`config.mk`:
```
export PLATFORM = sky130hd
export DESIGN_NAME = vend_ctrl_multi
export DESIGN_NICKNAME = d
export VERILOG_FILES = /design/src/rtl/vend_pkg.sv /design/src/rtl/vend_timer.sv /design/src/rtl/vend_ctrl_multi.sv
export SDC_FILE = /design/constraint.sdc
export NUM_CORES = 1
export LEC_CHECK = 0
export CAP_MARGIN = 10
export CORE_MARGIN = 8
export CORE_UTILIZATION = 55
export CTS_CLUSTER_DIAMETER = 40
export DETAILED_ROUTE_END_ITERATION = 10
export PLACE_DENSITY = 0.76
export SYNTH_ARGS = -nofsm -noshare
export SYNTH_HDL_FRONTEND = slang
export SYNTH_SLANG_ARGS = --single-unit
```
`constraint.sdc`:
```
create_clock -name clk_i -period 7.1 [get_ports clk_i]
set_clock_uncertainty 0.1 [all_clocks]
set_input_delay 1.42 -clock clk_i [delete_from_list [all_inputs] [get_ports clk_i]]
set_output_delay 1.42 -clock clk_i [all_outputs]
set_load 0.03 [all_outputs]
```
`src/rtl/vend_pkg.sv`:
```
// Shared types, default tables and table-lookup helpers for the multi-product vending controller.
// Tables are packed vectors of equal-width entries; entry 0 sits in the least significant bits.
package vend_pkg;

    typedef enum logic [2:0] {
        StIdle,
        StDispWait,
        StDispense,
        StChgWait,
        StChgOut
    } state_e;

    localparam int unsigned TblW       = 256;
    localparam int unsigned MaxEntries = 8;

    localparam logic [63:0] DefPrices = {16'd100, 16'd70, 16'd50, 16'd30};
    localparam logic [79:0] DefCoins  = {16'd200, 16'd100, 16'd50, 16'd20, 16'd10};

    function automatic logic [31:0] tbl_entry(input logic [TblW-1:0] tbl,
                                              input int unsigned idx,
                                              input int unsigned w);
        logic [TblW-1:0] shifted;
        shifted = tbl >> (idx * w);
        return (w >= 32) ? shifted[31:0] : (shifted[31:0] & ((32'd1 << w) - 32'd1));
    endfunction

    function automatic logic coin_ok(input logic [31:0] value,
                                     input logic [TblW-1:0] tbl,
                                     input int unsigned num,
                                     input int unsigned w);
        logic ok;
        ok = 1'b0;
        for (int unsigned i = 0; i < MaxEntries; i++) begin
            if (i < num && tbl_entry(tbl, i, w) == value) ok = 1'b1;
        end
        return ok;
    endfunction

    function automatic logic [31:0] min_price(input logic [TblW-1:0] tbl,
                                              input int unsigned num,
                                              input int unsigned w);
        logic [31:0] m;
        m = '1;
        for (int unsigned i = 0; i < MaxEntries; i++) begin
            if (i < num && tbl_entry(tbl, i, w) < m) m = tbl_entry(tbl, i, w);
        end
        return m;
    endfunction

endpackage

```
`src/rtl/vend_timer.sv`:
```
// Loadable down-counter; done_o is high while the count is zero.
module vend_timer #(
    parameter int unsigned TW = 8
) (
    input  logic          clk_i,
    input  logic          rst_ni,
    input  logic          load_i,
    input  logic [TW-1:0] load_val_i,
    output logic          done_o
);

    logic [TW-1:0] cnt_q;

    always_ff @(posedge clk_i or negedge rst_ni) begin
        if (!rst_ni) begin
            cnt_q <= '0;
        end else if (load_i) begin
            cnt_q <= load_val_i;
        end else if (cnt_q != '0) begin
            cnt_q <= cnt_q - TW'(1);
        end
    end

    assign done_o = (cnt_q == '0);

endmodule

```
`src/rtl/vend_ctrl_multi.sv`:
```
// Multi-product vending controller: coin intake, priced selection with stock tracking,
// cancel/refund and change delivery over a valid/ready handshake.
module vend_ctrl_multi
    import vend_pkg::*;
#(
    parameter int unsigned             NUM_PROD    = 4,
    parameter int unsigned             CW          = 16,
    parameter logic [NUM_PROD*CW-1:0]  PRICES      = DefPrices,
    parameter int unsigned             NUM_COINS   = 5,
    parameter logic [NUM_COINS*CW-1:0] COINS       = DefCoins,
    parameter int unsigned             MAX_CREDIT  = 500,
    parameter int unsigned             STOCK_W     = 8,
    parameter int unsigned             INIT_STOCK  = 10,
    parameter int unsigned             DISP_DLY    = 10,
    parameter int unsigned             CHG_DLY     = 20,
    parameter bit                      KEEP_CREDIT = 1'b0
) (
    input  logic                        clk_i,
    input  logic                        rst_ni,
    input  logic                        coin_valid_i,
    input  logic [CW-1:0]               coin_value_i,
    input  logic                        sel_valid_i,
    input  logic [$clog2(NUM_PROD)-1:0] sel_id_i,
    input  logic                        cancel_i,
    input  logic                        restock_i,
    input  logic                        change_ready_i,
    output logic                        coin_reject_o,
    output logic                        sel_reject_o,
    output logic                        bev_valid_o,
    output logic [$clog2(NUM_PROD)-1:0] bev_id_o,
    output logic                        change_valid_o,
    output logic [CW-1:0]               change_value_o,
    output logic [CW-1:0]               credit_o,
    output logic [NUM_PROD-1:0]         sold_out_o,
    output logic                        busy_o
);

    localparam int unsigned IW = $clog2(NUM_PROD);
    localparam int unsigned TW = $clog2(((DISP_DLY > CHG_DLY) ? DISP_DLY : CHG_DLY) + 1);
    localparam logic [CW-1:0]      MinPrice  = CW'(min_price(TblW'(PRICES), NUM_PROD, CW));
    localparam logic [CW:0]        MaxCredit = (CW+1)'(MAX_CREDIT);
    localparam logic [IW:0]        NumProdW  = (IW+1)'(NUM_PROD);
    localparam logic [STOCK_W-1:0] InitStock = STOCK_W'(INIT_STOCK);
    localparam logic [TW-1:0]      DispLoad  = TW'(DISP_DLY - 1);
    localparam logic [TW-1:0]      ChgLoad   = TW'(CHG_DLY - 1);

    state_e             state_q;
    logic [CW-1:0]      credit_q, refund_q;
    logic [IW-1:0]      sel_id_q, bev_id_q;
    logic               coin_rej_q, sel_rej_q, bev_valid_q, chg_valid_q;
    logic [STOCK_W-1:0] stock_q [NUM_PROD];
    logic [15:0]        vend_cnt_q [NUM_PROD];
    logic [15:0]        refund_cnt_q, coin_rej_cnt_q;

    logic [CW-1:0] price_tbl [NUM_PROD];
    logic [CW-1:0] sel_price, residual;
    logic [CW:0]   coin_sum;
    logic [IW:0]   sel_ext;
    logic          idle, sel_ok, cancel_take, sel_take, coin_take, keep;
    logic          tmr_load, tmr_done;
    logic [TW-1:0] tmr_load_val;

    always_comb begin
        for (int unsigned i = 0; i < NUM_PROD; i++) begin
            price_tbl[i] = PRICES[i*CW +: CW];
        end
    end

    // Event arbitration in IDLE: cancel > selection > coin; anything not taken is rejected.
    always_comb begin
        idle        = (state_q == StIdle);
        sel_ext     = {1'b0, sel_id_i};
        sel_price   = (sel_ext < NumProdW) ? price_tbl[sel_id_i] : '0;
        sel_ok      = (sel_ext < NumProdW) && (credit_q >= sel_price)
                      && (stock_q[sel_id_i] != '0);
        cancel_take = idle && cancel_i && (credit_q != '0);
        sel_take    = idle && !cancel_take && sel_valid_i && sel_ok;
        coin_sum    = {1'b0, credit_q} + {1'b0, coin_value_i};
        coin_take   = idle && !cancel_take && !sel_take && coin_valid_i
                      && coin_ok(32'(coin_value_i), TblW'(COINS), NUM_COINS, CW)
                      && (coin_sum <= MaxCredit);
        residual    = credit_q - price_tbl[sel_id_q];
        keep        = (residual == '0) || (KEEP_CREDIT && (residual >= MinPrice));
        tmr_load    = sel_take || cancel_take || ((state_q == StDispense) && !keep);
        tmr_load_val = sel_take ? DispLoad : ChgLoad;
    end

    vend_timer #(
        .TW (TW)
    ) u_timer (
        .clk_i      (clk_i),
        .rst_ni     (rst_ni),
        .load_i     (tmr_load),
        .load_val_i (tmr_load_val),
        .done_o     (tmr_done)
    );

    always_ff @(posedge clk_i or negedge rst_ni) begin
        if (!rst_ni) begin
            state_q        <= StIdle;
            credit_q       <= '0;
            refund_q       <= '0;
            sel_id_q       <= '0;
            bev_id_q       <= '0;
            coin_rej_q     <= 1'b0;
            sel_rej_q      <= 1'b0;
            bev_valid_q    <= 1'b0;
            chg_valid_q    <= 1'b0;
            refund_cnt_q   <= '0;
            coin_rej_cnt_q <= '0;
            for (int unsigned i = 0; i < NUM_PROD; i++) begin
                stock_q[i]    <= InitStock;
                vend_cnt_q[i] <= '0;
            end
        end else begin
            coin_rej_q  <= coin_valid_i && !coin_take;
            sel_rej_q   <= sel_valid_i && !sel_take;
            bev_valid_q <= 1'b0;
            if (coin_take) credit_q <= coin_sum[CW-1:0];
            if (coin_valid_i && !coin_take) coin_rej_cnt_q <= coin_rej_cnt_q + 16'd1;

            case (state_q)
                StIdle: begin
                    if (cancel_take) begin
                        refund_q <= credit_q;
                        state_q  <= StChgWait;
                    end else if (sel_take) begin
                        sel_id_q <= sel_id_i;
                        state_q  <= StDispWait;
                    end
                end
                StDispWait: begin
                    if (tmr_done) begin
                        bev_valid_q <= 1'b1;
                        bev_id_q    <= sel_id_q;
                        state_q     <= StDispense;
                    end
                end
                StDispense: begin
                    credit_q             <= residual;
                    vend_cnt_q[sel_id_q] <= vend_cnt_q[sel_id_q] + 16'd1;
                    if (stock_q[sel_id_q] != '0) begin
                        stock_q[sel_id_q] <= stock_q[sel_id_q] - STOCK_W'(1);
                    end
                    if (keep) begin
                        state_q <= StIdle;
                    end else begin
                        refund_q <= residual;
                        state_q  <= StChgWait;
                    end
                end
                StChgWait: begin
                    if (tmr_done) begin
                        chg_valid_q <= 1'b1;
                        state_q     <= StChgOut;
                    end
                end
                StChgOut: begin
                    if (change_ready_i) begin
                        chg_valid_q  <= 1'b0;
                        credit_q     <= '0;
                        refund_cnt_q <= refund_cnt_q + 16'd1;
                        state_q      <= StIdle;
                    end
                end
                default: state_q <= StIdle;
            endcase

            // Reload wins over a same-cycle dispense decrement.
            if (restock_i) begin
                for (int unsigned i = 0; i < NUM_PROD; i++) stock_q[i] <= InitStock;
            end
        end
    end

    always_comb begin
        for (int unsigned i = 0; i < NUM_PROD; i++) begin
            sold_out_o[i] = (stock_q[i] == '0);
        end
    end

    assign coin_reject_o  = coin_rej_q;
    assign sel_reject_o   = sel_rej_q;
    assign bev_valid_o    = bev_valid_q;
    assign bev_id_o       = bev_id_q;
    assign change_valid_o = chg_valid_q;
    assign change_value_o = refund_q;
    assign credit_o       = credit_q;
    assign busy_o         = (state_q != StIdle);

endmodule

```
Yosys cells after proc, flatten, opt, wreduce, memory -nomap -nowiden
Cells that the tools add are included.

storage, ports and cells
  bits in writable memories = 0
  input port bits = 25
  register bits = 80
  output and inout port bits = 43
  latch bits = 0
  memories = 0
  memory bits (read-only) = 0
  word-level logic and storage cells = 128

cells by class
  reduce and logical (&&, ||, !) cells = 43
  add/sub/neg operators = 4
  multipliers = 0
  mux-type cells = 44
  equal/unequal tests = 15
  bitwise gates (word level) = 3
  shifts and indexed selects = 0
  magnitude comparators = 5
  divide/modulo/power cells = 0

operators by type and width
  operator                                              count
  2-to-1 mux 16 bit                                     8
  2-to-1 mux 32 bit                                     3
  binary-select mux 16 bit (select 2 bit)               2
  case mux 16 bit (2 select lines)                      2
  2-to-1 mux 8 bit                                      5
  binary-select mux 8 bit (select 2 bit)                2
  bitwise mux 32 bit                                    1
  logical NOT 8 bit                                     4
  adder 16 x 16 -> 17 bit                               1
  <= comparator 17 x 9 -> 1 bit, second input constant  1
  demux 8 bit (select 2 bit)                            1
  == test 4 x 16 -> 1 bit, first input constant         1
  == test 5 x 16 -> 1 bit, first input constant         1
  == test 6 x 16 -> 1 bit, first input constant         1
  == test 7 x 16 -> 1 bit, first input constant         1
  == test 8 x 16 -> 1 bit, first input constant         1
  greater-or-equal comparator 16 bit                    1
  logical NOT 16 bit                                    1
  nonzero test 16 bit                                   1
  nonzero test 8 bit                                    2
  subtractor 16 bit                                     1
  2-to-1 mux 3 bit                                      5
  2-to-1 mux 5 bit                                      3
  case mux 3 bit (5 select lines)                       1
  26 further kinds                                      64

Depth between registers and ports, before layout
  depth after elaboration = 15
  depth in mapped cells = 15
  gate-level depth less buffers = 12

Hierarchy
From an unflattened synthesis, not the netlist that was laid out.

second synthesis, totals
  cells, all modules = 628
  area total of the unflattened synthesis = 5,738.0 um^2

modules (own cells, without submodules)
  module           instances  cells an instance  area an instance (um^2)  sequential area each (um^2)
  vend_ctrl_multi  1          601                5,459.0                  1,886.8
  vend_timer       1          27                 279.0                    125.1

Worst setup path after synthesis
OpenSTA, ideal clock, no wires.

  path kind = input to register
  start = input coin_value_i[6]
  end = register credit_q[0] (netlist: credit_o[0])
  buffers on the path = 1
  path slack = 3.077 ns
  stages = 10
  library setup time = 0.124 ns
  arrival = 3.799 ns
  data required time = 6.876 ns
  path through = ha_1 > a21o_1 > a31o_2 > o311ai_0 > nand4b_1 > a221o_1 > nand4b_2 > buf_6 > mux2i_1 > a211o_1

between the ends
  cells in the longest elaborated chain, start to end = 11
  elaborated cells between the ends (all ways) = 17
  classes of those cells = add/sub (1); order compare (1); eq/ne (5); mux (8); reduce/logical (2)

ends and longest elaborated chain
  what                                                                             line                    RTL
  from (decl)                                                                      vend_ctrl_multi.sv:21   input logic [CW-1:0] coin_value_i,
  parallel branches: the longest is 7 deep, another holds adder 16 x 16 -> 17 bit  --
  logical AND 1 bit *                                                              vend_ctrl_multi.sv:81   && (coin_sum <= MaxCredit);
  2-to-1 mux 16 bit *                                                              vend_ctrl_multi.sv:119  if (coin_take) credit_q <= coin_sum[CW-1:0];
  2-to-1 mux 16 bit                                                                vend_ctrl_multi.sv:159  if (change_ready_i) begin
  case mux 16 bit (2 select lines) *                                               vend_ctrl_multi.sv:122  case (state_q)
  to (signal assigned)                                                             vend_ctrl_multi.sv:119
  to (signal assigned)                                                             vend_ctrl_multi.sv:140  credit_q <= residual;
  to (decl)                                                                        vend_ctrl_multi.sv:48   logic [CW-1:0] credit_q, refund_q;

Every way passes the cells marked *.
A chain may end at the register's enable or synchronous reset.

Worst setup path in the final report
  start = input coin_value_i[6]
  end = register credit_q[12] (netlist: credit_o[12])

between the ends
  cells in the longest elaborated chain, start to end = 11
  elaborated cells between the ends (all ways) = 17
  classes of those cells = add/sub (1); order compare (1); eq/ne (5); mux (8); reduce/logical (2)

ends and longest elaborated chain
  what                                                                             line
  parallel branches: the longest is 8 deep, another holds adder 16 x 16 -> 17 bit  --
  2-to-1 mux 16 bit *                                                              vend_ctrl_multi.sv:119
  2-to-1 mux 16 bit                                                                vend_ctrl_multi.sv:159
  case mux 16 bit (2 select lines) *                                               vend_ctrl_multi.sv:122

Marked as above.

==> flow_metrics.py <==
metrics = {
    "synthesis": {
        "ys_types": 67,
        "synthTopCellsByArea": "dfrtp_1 32%, ha_1 7.0%, nand2_1 5.2%",
        "synth.ff_latch_count": 80,
        "synth_area_leader_cell": "dfrtp_1",
        "synth.top_cell.area_share_pct": 32.5,
        "syn_area_per_cell_um2": 8.91,
        "synth_async_sr_flop_share_pct": 100,
        "synth_edf_count": 0,
        "synthCells": 623,
        "synth-warning-count": 0,
        "synthFlopType": "dfrtp_1",
        "seq_area_frac_synth_pct": 36.2,
        "syn-num-nets": 681,
        "syn_area_mm2": 0.00555,
    },
    "layout": {
        "syn2layout_area_growth_pct": 16.3,
        "layoutNonFillerInstCount": 815,
        "final_cell_mix": "77 x nand2_1, 74 x nor2_1, 72 x dfrtp_1",
        "nets": 736,
        "layout_commonest_cell": "nand2_1",
        "fin_util_pct": 66.0,
        "drive_above_1_share_pct": 8.36,
        "antenna_cells": 0,
        "final.fill_count": 838,
    },
    "worst_setup_path": {
        "critPathTopFamily": "compound AO/OA/AOI/OAI gates",
        "r2r_end": "change_value_o[0]",
        "rr_startpoint": "sel_id_q[0]",
        "required_ns": 7.21,
        "cp_slowest_cell": "nor2_1",
        "cpPeakStageDelay_ns": 0.57,
        "cp_max_fo": 13,
        "rrSetupSlack_ns": 2.80,
        "rr_worst_depth": 10,
        "cp_num_buf_inv": 1,
        "path_cells": "clkdlybuf4s50_1 -> ha_1 -> a21o_1 -> a31o_2 -> o311ai_0 -> nand4b_1 -> a221o_1 -> nand4b_2 -> nor2_1 -> o21ai_0",
        "cp-start-kind": "input pin",
        "arrival_ns": 5.02,
        "end_kind": "flop",
        "path_class": "input pin to flop",
    },
    "timing": {
        "post-route-period-util_pct": 69.1,
        "period_needed_ns": 4.91,
        "rsz0062_at_grt": "no",
        "holdWs_ns": 0.381,
        "relSlewSlack_pct": 20.8,
        "timing.final.ws_setup_ns": 2.19,
        "hold_violations": 0,
        "slew_viol_final": 0,
        "finalSetupViolCount": 0,
        "fmax_ghz": 0.204,
        "fin_setup_tns_ns": 0,
        "tightest_slew_ns": 1.18,
    },
    "clock_tree": {
        "numClockSinks": 80,
        "ctsLongestPathBuffers": 2,
        "cts_resized": 0,
        "cts_tree": "yes",
        "htree_num_levels": 3,
        "post-cts-setup-buffer-count": 0,
        "clkLatencyLatePin_ns": 0.36,
        "clk_pin_slew_ns": 0.08,
        "cts_hold_buf": 0,
        "cts_root_buf": "clkbuf_8",
        "cts_buffers": 9,
    },
    "floorplan": {
        "coreArea_mm2": 0.00977,
        "die_w_um": 116,
        "start_util_pct": 56.8,
        "die_y_um": 116,
        "dieArea_mm2": 0.0136,
        "io_pins": 68,
        "row_count": 36,
    },
    "grt": {
        "grt_max_degree": 81,
        "overflow": 0,
        "track_usage_pct": 22.7,
        "grt_pass1_vias": 4912,
        "antenna_found_initial": 0,
        "grt_pass1_wl_um": 24400,
    },
    "worst_hold_path": {
        "holdPathStages": 2,
        "min-delay-start": "change_value_o[14]",
        "hold_path_end": "change_value_o[14]",
        "hold_path_class": "flop to flop",
    },
    "place": {
        "gp_congestion": 0.960,
        "dp.cells": 799,
        "numPortBuffers": 67,
        "dp_hpwl_um": 11300,
        "post-place-ws_ns": 1.81,
    },
    "detailed_routing": {
        "routedWlPerCell_um": 18.2,
        "ant_nets": 0,
        "drc_errors": 0,
        "vias": 5037,
        "viasPerCell": 6.18,
        "first_pass_iters": 5,
        "wirelength_um": 14900,
        "drt_iter0_drc": 362,
    },
    "job": {
        "maxCapViolations": 0,
    },
    "power": {
        "leakage_nw": 2.72,
        "p_per_area_mw_per_mm2": 386,
        "vdd_ir_drop_max_mv": 0.191,
    },
    "run_status": {
        "status": "finished clean",
    },
}
==> registers in the layout (all words and copies together) (netlist names) <==
| signal | cells |
|---|---|
| bev_id_o | 2 |
| bev_valid_o | 1 |
| change_valid_o | 1 |
| change_value_o | 16 |
| coin_reject_o | 1 |
| credit_o | 16 |
| sel_id_q | 2 |
| sel_reject_o | 1 |
| state_q | 3 |
| stock_q | 32 |
| u_timer.cnt_q | 5 |
==> cell type report <==
class / instances / area, um^2 / area share, %
sequential: 80 / 2010 / 31.2
clock inverter: 4 / 22.5 / 0.349
timing repair buffer: 71 / 696 / 10.8
clock buffer: 11 / 131 / 2.04
tap: 133 / 166 / 2.58
multi-input combinational: 499 / 3360 / 52.1
inverter: 17 / 63.8 / 0.989
==> power breakdown <==
group | internal (W) | total [W] | switching, W
combinational | 0.000608 | 0.00143 | 0.000817
clock | 0.000123 | 0.000279 | 0.000156
sequential | 0.000579 | 0.000788 | 0.000209
==> tightest hold or removal path, cell delays in order (launching register included) <==
cell	delay, ns
dfrtp_1	0.35
nand2_1	0.05
o21ai_0	0.06
==> worst max-delay path by stage <==
stage,from,endpoint,slack [ns],cells after the start
after global placement,coin_value_i[5],credit_o[9],2.12,10
after floorplan,coin_value_i[6],credit_o[0],3.08,10
after global routing,coin_value_i[6],credit_o[12],1.89,10
after CTS,coin_value_i[6],credit_o[12],2.20,10
after detailed placement,coin_value_i[6],credit_o[12],1.81,10
final,coin_value_i[6],credit_o[12],2.19,10
==> per-stage QoR <==
stage	instance area [um^2]	total power [W]
6_report	6450	0.00249
5_1_grt	6450	0.00268
4_1_cts	6450	0.00249
3_5_place_dp	6290	0.00220
3_3_place_gp	6290	0.00217
2_1_floorplan	5550	0.00177
==> cells in the mapped netlist (11+ instances only) <==
cell      instances
ha_1             31
xnor2_1          16
a21o_1           12
nor2_1           74
nand2_1          77
inv_1            17
clkbuf_1         20
a211oi_1         16
o211ai_1         12
mux2i_1          13
dfrtp_1          72
or4_1            11
o21ai_0          40
nand3_1          17
a21oi_1          27
nor3_1           24
xor2_1           14
==> layer usage <==
metal	vias to the layer above	track usage, %	part of all wire (%)
met2	209	35.3	46
met4	0	8.12	1.5
li1	2402	-	-
met3	21	5.02	8.2
met1	2405	30.4	44
met5	-	0	0
==> cell families (layout without fill, tap and decap cells) <==
| logic type | after synthesis | count (layout) | share of synthesized area (%) |
|---|---|---|---|
| xor+xnor | 30 | 30 | 4.73 |
| mux | 32 | 32 | 8.03 |
| buf+inv | 44 | 103 | 3.29 |
| flops | 80 | 80 | 36.2 |
| fa+ha+maj | 33 | 33 | 7.71 |
| compound gates | 148 | 148 | 17.6 |
| simple gates | 256 | 256 | 22.4 |
Power figures use the tool's default switching activity.
==> RTL change 1: new RTL, same flow settings <==
Set the parameter `KEEP_CREDIT` to 1'b1 (it was 1'b0).
--- a/src/rtl/vend_ctrl_multi.sv
+++ b/src/rtl/vend_ctrl_multi.sv
@@ -14,5 +14,5 @@
     parameter int unsigned             DISP_DLY    = 10,
     parameter int unsigned             CHG_DLY     = 20,
-    parameter bit                      KEEP_CREDIT = 1'b0
+    parameter bit                      KEEP_CREDIT = 1'b1
 ) (
     input  logic                        clk_i,
Function: same outputs for any inputs over 4 cycles, from zero or initial values and one cycle with rst_ni low; that may be too few to reach the edited logic, so the function may still have changed.
==> RTL change 1 against the original RTL <==
  * First-iteration DRC count up 4.4%
  * Wire length up 6.7%
  * Register-to-register slack worse by 560 ps
  * Worst setup slack better by 52 ps
  * Synthesized cell count down 1.4%
  * Sequential share of layout area down 1.2 points
  * Total power up 22%
  * Via count up 2.2%
  * Final area up 3.8%
  * Sequential cell count unchanged
  * Synthesized area up 2.4%
  * Critical path depth up 1
  * Utilization down 0.23 points
  * Critical endpoint is now change_value_o[15]$_DFFE_PN0P_
==> RTL change 1: results <==
metrics = {
    "global_routing": {
        "gr-usage-met3_pct": 5.036,
        "grtUsageMet2_pct": 37.44,
        "grt.total_usage_pct": 22.92,
        "grt_pass1_vias": 5262,
        "grt_pass1_wl_um": 26330,
        "gr-usage-met1_pct": 27.75,
    },
    "final_layout": {
        "num-fill-cells": 847,
        "final_nets": 728,
        "largest-register": "stock_q",
        "drive_gt1_share_pct": 10.37,
    },
    "synth": {
        "synthXorXnorAreaFrac_pct": 4.930,
        "synthAdderAreaFrac_pct": 7.526,
        "synth_compound_area_share_pct": 19.01,
        "synthMuxAreaShare_pct": 9.375,
        "ys_types": 69,
        "async_reset_ff_share_pct": 100.0,
        "synth_area_leaders": "dfrtp_1 32%, ha_1 6.8%, nor2_1 4.0%",
        "syn-num-nets": 672,
        "yosysSeqAreaShare_pct": 35.39,
        "ys_top_cells_by_count": "72 x dfrtp_1, 61 x nor2_1, 55 x nand2_1",
    },
    "routing": {
        "wl_per_cell_um": 19.55,
        "drt_iter0_markers": 378,
        "viasPerCell": 6.345,
    },
    "critical_path": {
        "path_max_fanout": 17,
        "slowest_delay_ps": 690,
        "critical_path.top_delay_family": "compound AO/OA/AOI/OAI gates",
        "crit_arrival_ps": 5010,
        "critPathSlowestCell": "a21o_1",
    },
    "power_and_ir_drop": {
        "vdd_drop_max_uv": 188.7,
        "p_leak_nw": 2.761,
    },
    "placement": {
        "hpwlAfterDp_um": 11910,
        "gp_congestion": 0.9307,
    },
    "timing": {
        "finalSetupTns_ps": 0,
        "worstMarginPinSlew_ps": 1159,
    },
    "clock_tree": {
        "postCtsSetupBuffers": 0,
        "cts_buffers": 9,
        "clk_pin_slew_ps": 100,
    },
    "outcome": {
        "status": "finished clean",
    },
}
-- RTL change 1: final cells by class --
cell class	instances	share of cell area [%]
clock buffer	10	2.054
timing repair buffer	70	10.31
multi-input combinational	482	51.84
inverter	27	1.513
sequential	80	30.03
tap	136	2.540
clock inverter	6	1.718
-- RTL change 1: cells by family after synthesis --
| kind of cell | count (synthesis) |
|---|---|
| and+or+nand+nor | 224 |
| AOI/OAI and AO/OA | 153 |
| muxes | 40 |
| DFF | 80 |
| xor gates and xnor gates | 32 |
| buffers and inverters | 52 |
| adders and majority gates | 33 |
-- RTL change 1: worst paths after layout --
| check | startpoint | endpoint | slack, ps | cells after the start |
|---|---|---|---|---|
| max in group asynchronous | rst_ni | bev_id_o[1]$_DFFE_PN0P_ | 5120 | 1 |
| hold / removal | bev_id_o[0]$_DFFE_PN0P_ | bev_id_o[0]$_DFFE_PN0P_ | 410 | 2 |
| setup / recovery | sel_id_q[0]$_DFFE_PN0P_ | change_value_o[15]$_DFFE_PN0P_ | 2240 | 11 |
| setup reg to reg | sel_id_q[0]$_DFFE_PN0P_ | change_value_o[15]$_DFFE_PN0P_ | 2240 | 11 |
| min in group asynchronous | rst_ni | change_value_o[10]$_DFFE_PN0P_ | 1110 | 1 |
| hold reg to reg | bev_id_o[0]$_DFFE_PN0P_ | bev_id_o[0]$_DFFE_PN0P_ | 410 | 2 |
-- RTL change 1: per-stage QoR --
step	setup slack [ps]	instances	hold WS (ps)	area, µm²
2_1_floorplan	3003	614	395.2	5685
3_3_place_gp	2216	795	373.4	6447
3_5_place_dp	2104	795	386.7	6447
4_1_cts	2249	811	406.5	6700
5_1_grt	1935	811	424.7	6700
6_report	2245	811	405.6	6700
-- RTL change 1: routing by layer --
layer,up-vias,wire [µm],share of wire (%)
met1,2526,6561,41
met5,-,0,0
met3,53,872,5.5
met2,175,7736,49
met4,0,685,4.3
li1,2392,-,-
-- RTL change 1: where the power goes --
group | switching (mW) | total [mW] | internal [mW]
clock | 0.179 | 0.424 | 0.245
combinational | 1.06 | 1.80 | 0.736
sequential | 0.213 | 0.814 | 0.601
-- RTL change 1: worst register-to-register path, cell delays in order (launching register included) --
cell and delay (ps):
dfrtp_1 620, inv_1 300, nor2_1 120, fa_1 460, a21o_1 200, a21oi_1 220, o21bai_1 150, a2111oi_4 600
xor2_1 160, nor4_2 680, a21o_1 690, mux2_2 420
==> RTL change 2: new RTL, same flow settings <==
Made on the original files. Put one more register stage on the output `credit_o`. The value now appears one clock later. The other outputs are not delayed to match.
--- a/src/rtl/vend_ctrl_multi.sv
+++ b/src/rtl/vend_ctrl_multi.sv
@@ -186,5 +186,7 @@
     assign change_valid_o = chg_valid_q;
     assign change_value_o = refund_q;
-    assign credit_o       = credit_q;
+    always_ff @(posedge clk_i) begin
+        credit_o <= credit_q;
+    end
     assign busy_o         = (state_q != StIdle);
 
Behaviour: not the same (Yosys sat finds a counterexample within 4 cycles, from zero or initial values and one cycle with rst_ni low).
==> RTL change 2 against the original RTL <==
  * Synthesized area up 8.2%
  * Sequential cell count increased by 16
  * Largest cell class unchanged
  * Via count up 3.5%
  * First-iteration DRC count shrank 2.5%
  * Worst setup slack improved by 98 ps
  * Largest power group unchanged
  * Final area up 7.7%
  * Wire length increased by 8.7%
  * Utilization down 1.3 points
  * Highest routed layer unchanged
  * Total power up 20%
  * Combinational power grew 19%
  * Sequential share of layout area increased by 2.4 points
  * Register-to-register slack got worse by 150 ps
==> RTL change 2: results <==
metrics = {
    "timing": {
        "worstMarginPinSlew_ps": 1151,
        "hold_slack_ps": 392.5,
    },
    "critical_path": {
        "worstReg2RegEnd": "change_value_o[3]$_DFFE_PN0P_",
        "r2r_slack_ps": 2650,
        "crit_start": "coin_value_i[0]",
        "crit_arrival_ps": 4950,
        "slowest_delay_ps": 450,
        "r2r_cells": 12,
        "worstSetupEndpoint": "credit_q[12]$_DFF_PN0_",
        "critPathSlowestCell": "clkdlybuf4s50_1",
        "path_max_fanout": 6,
    },
    "global_routing": {
        "grtUsageMet2_pct": 36.02,
        "gr-usage-met3_pct": 4.802,
        "grt_pass1_wl_um": 26740,
        "grt_pass1_vias": 5192,
        "gr-usage-met1_pct": 30.05,
    },
    "outcome": {
        "status": "finished clean",
    },
    "routing": {
        "drt_iter0_markers": 353,
        "viasPerCell": 6.191,
        "routed-wl-met2_um": 7532,
        "met1_length_um": 7095,
        "wl_um": 16150,
        "dr.pass1.iters": 4,
    },
    "power_and_ir_drop": {
        "vdd_drop_max_uv": 213.4,
        "p_clk_mw": 0.351,
        "p_int_mw": 1.581,
        "p_seq_share_pct": 31.4,
        "maxPowerGroup": "combinational logic",
        "p_sw_share_pct": 47.11,
    },
    "synth": {
        "ys_types": 71,
        "synth_area_leaders": "dfrtp_1 30%, ha_1 6.5%, dfxtp_1 5.3%",
        "ys_top_cells_by_count": "76 x nor2_1, 72 x dfrtp_1, 65 x nand2_1",
        "yosys.cell_count.top_type": "nor2_1",
        "async_reset_ff_share_pct": 83.33,
        "syn-num-nets": 702,
        "yosysSeqAreaShare_pct": 38.85,
    },
    "placement": {
        "port_buffers": 67,
        "place_area_um2": 6763,
        "gp_congestion": 0.9778,
        "hpwlAfterDp_um": 12130,
    },
    "final_layout": {
        "drive_gt1_share_pct": 9.259,
        "final_nets": 755,
        "largest_reg_flops": 32,
        "largest-register": "stock_q",
    },
    "min_path": {
        "hp-start": "bev_id_o[0]$_DFFE_PN0P_",
        "worstHoldEndpoint": "bev_id_o[0]$_DFFE_PN0P_",
    },
    "clock_tree": {
        "clock_latency_ps": 380,
        "clk_pin_slew_ps": 90,
    },
}
==> RTL change 2: cell families (layout without fill, tap and decap cells) <==
group	Yosys count	count (layout)	share of synthesized area, %
xor+xnor	31	31	4.523
simple gates	247	247	21.28
buf+inv	49	107	3.272
fa+ha+maj	33	33	7.128
flops	96	96	38.85
mux	37	37	8.337
compound gates	151	151	16.61
==> RTL change 2: through the flow <==
stage,worst slack [ps],cells,utilization [%]
6_report,2291,842,64.67
5_1_grt,2004,842,64.67
4_1_cts,2359,842,64.67
3_5_place_dp,1961,826,62.94
3_3_place_gp,2044,826,62.94
2_1_floorplan,2832,644,-
==> RTL change 2: area by class of cell <==
type | instances | area (µm²)
clock buffers | 15 | 177.7
clock inverters | 1 | 8.758
fillers | 908 | 3796
inverters | 22 | 82.58
multi-input cells | 499 | 3490
flip-flops and latches | 96 | 2332
well taps | 140 | 175.2
repair buffers | 69 | 683.2
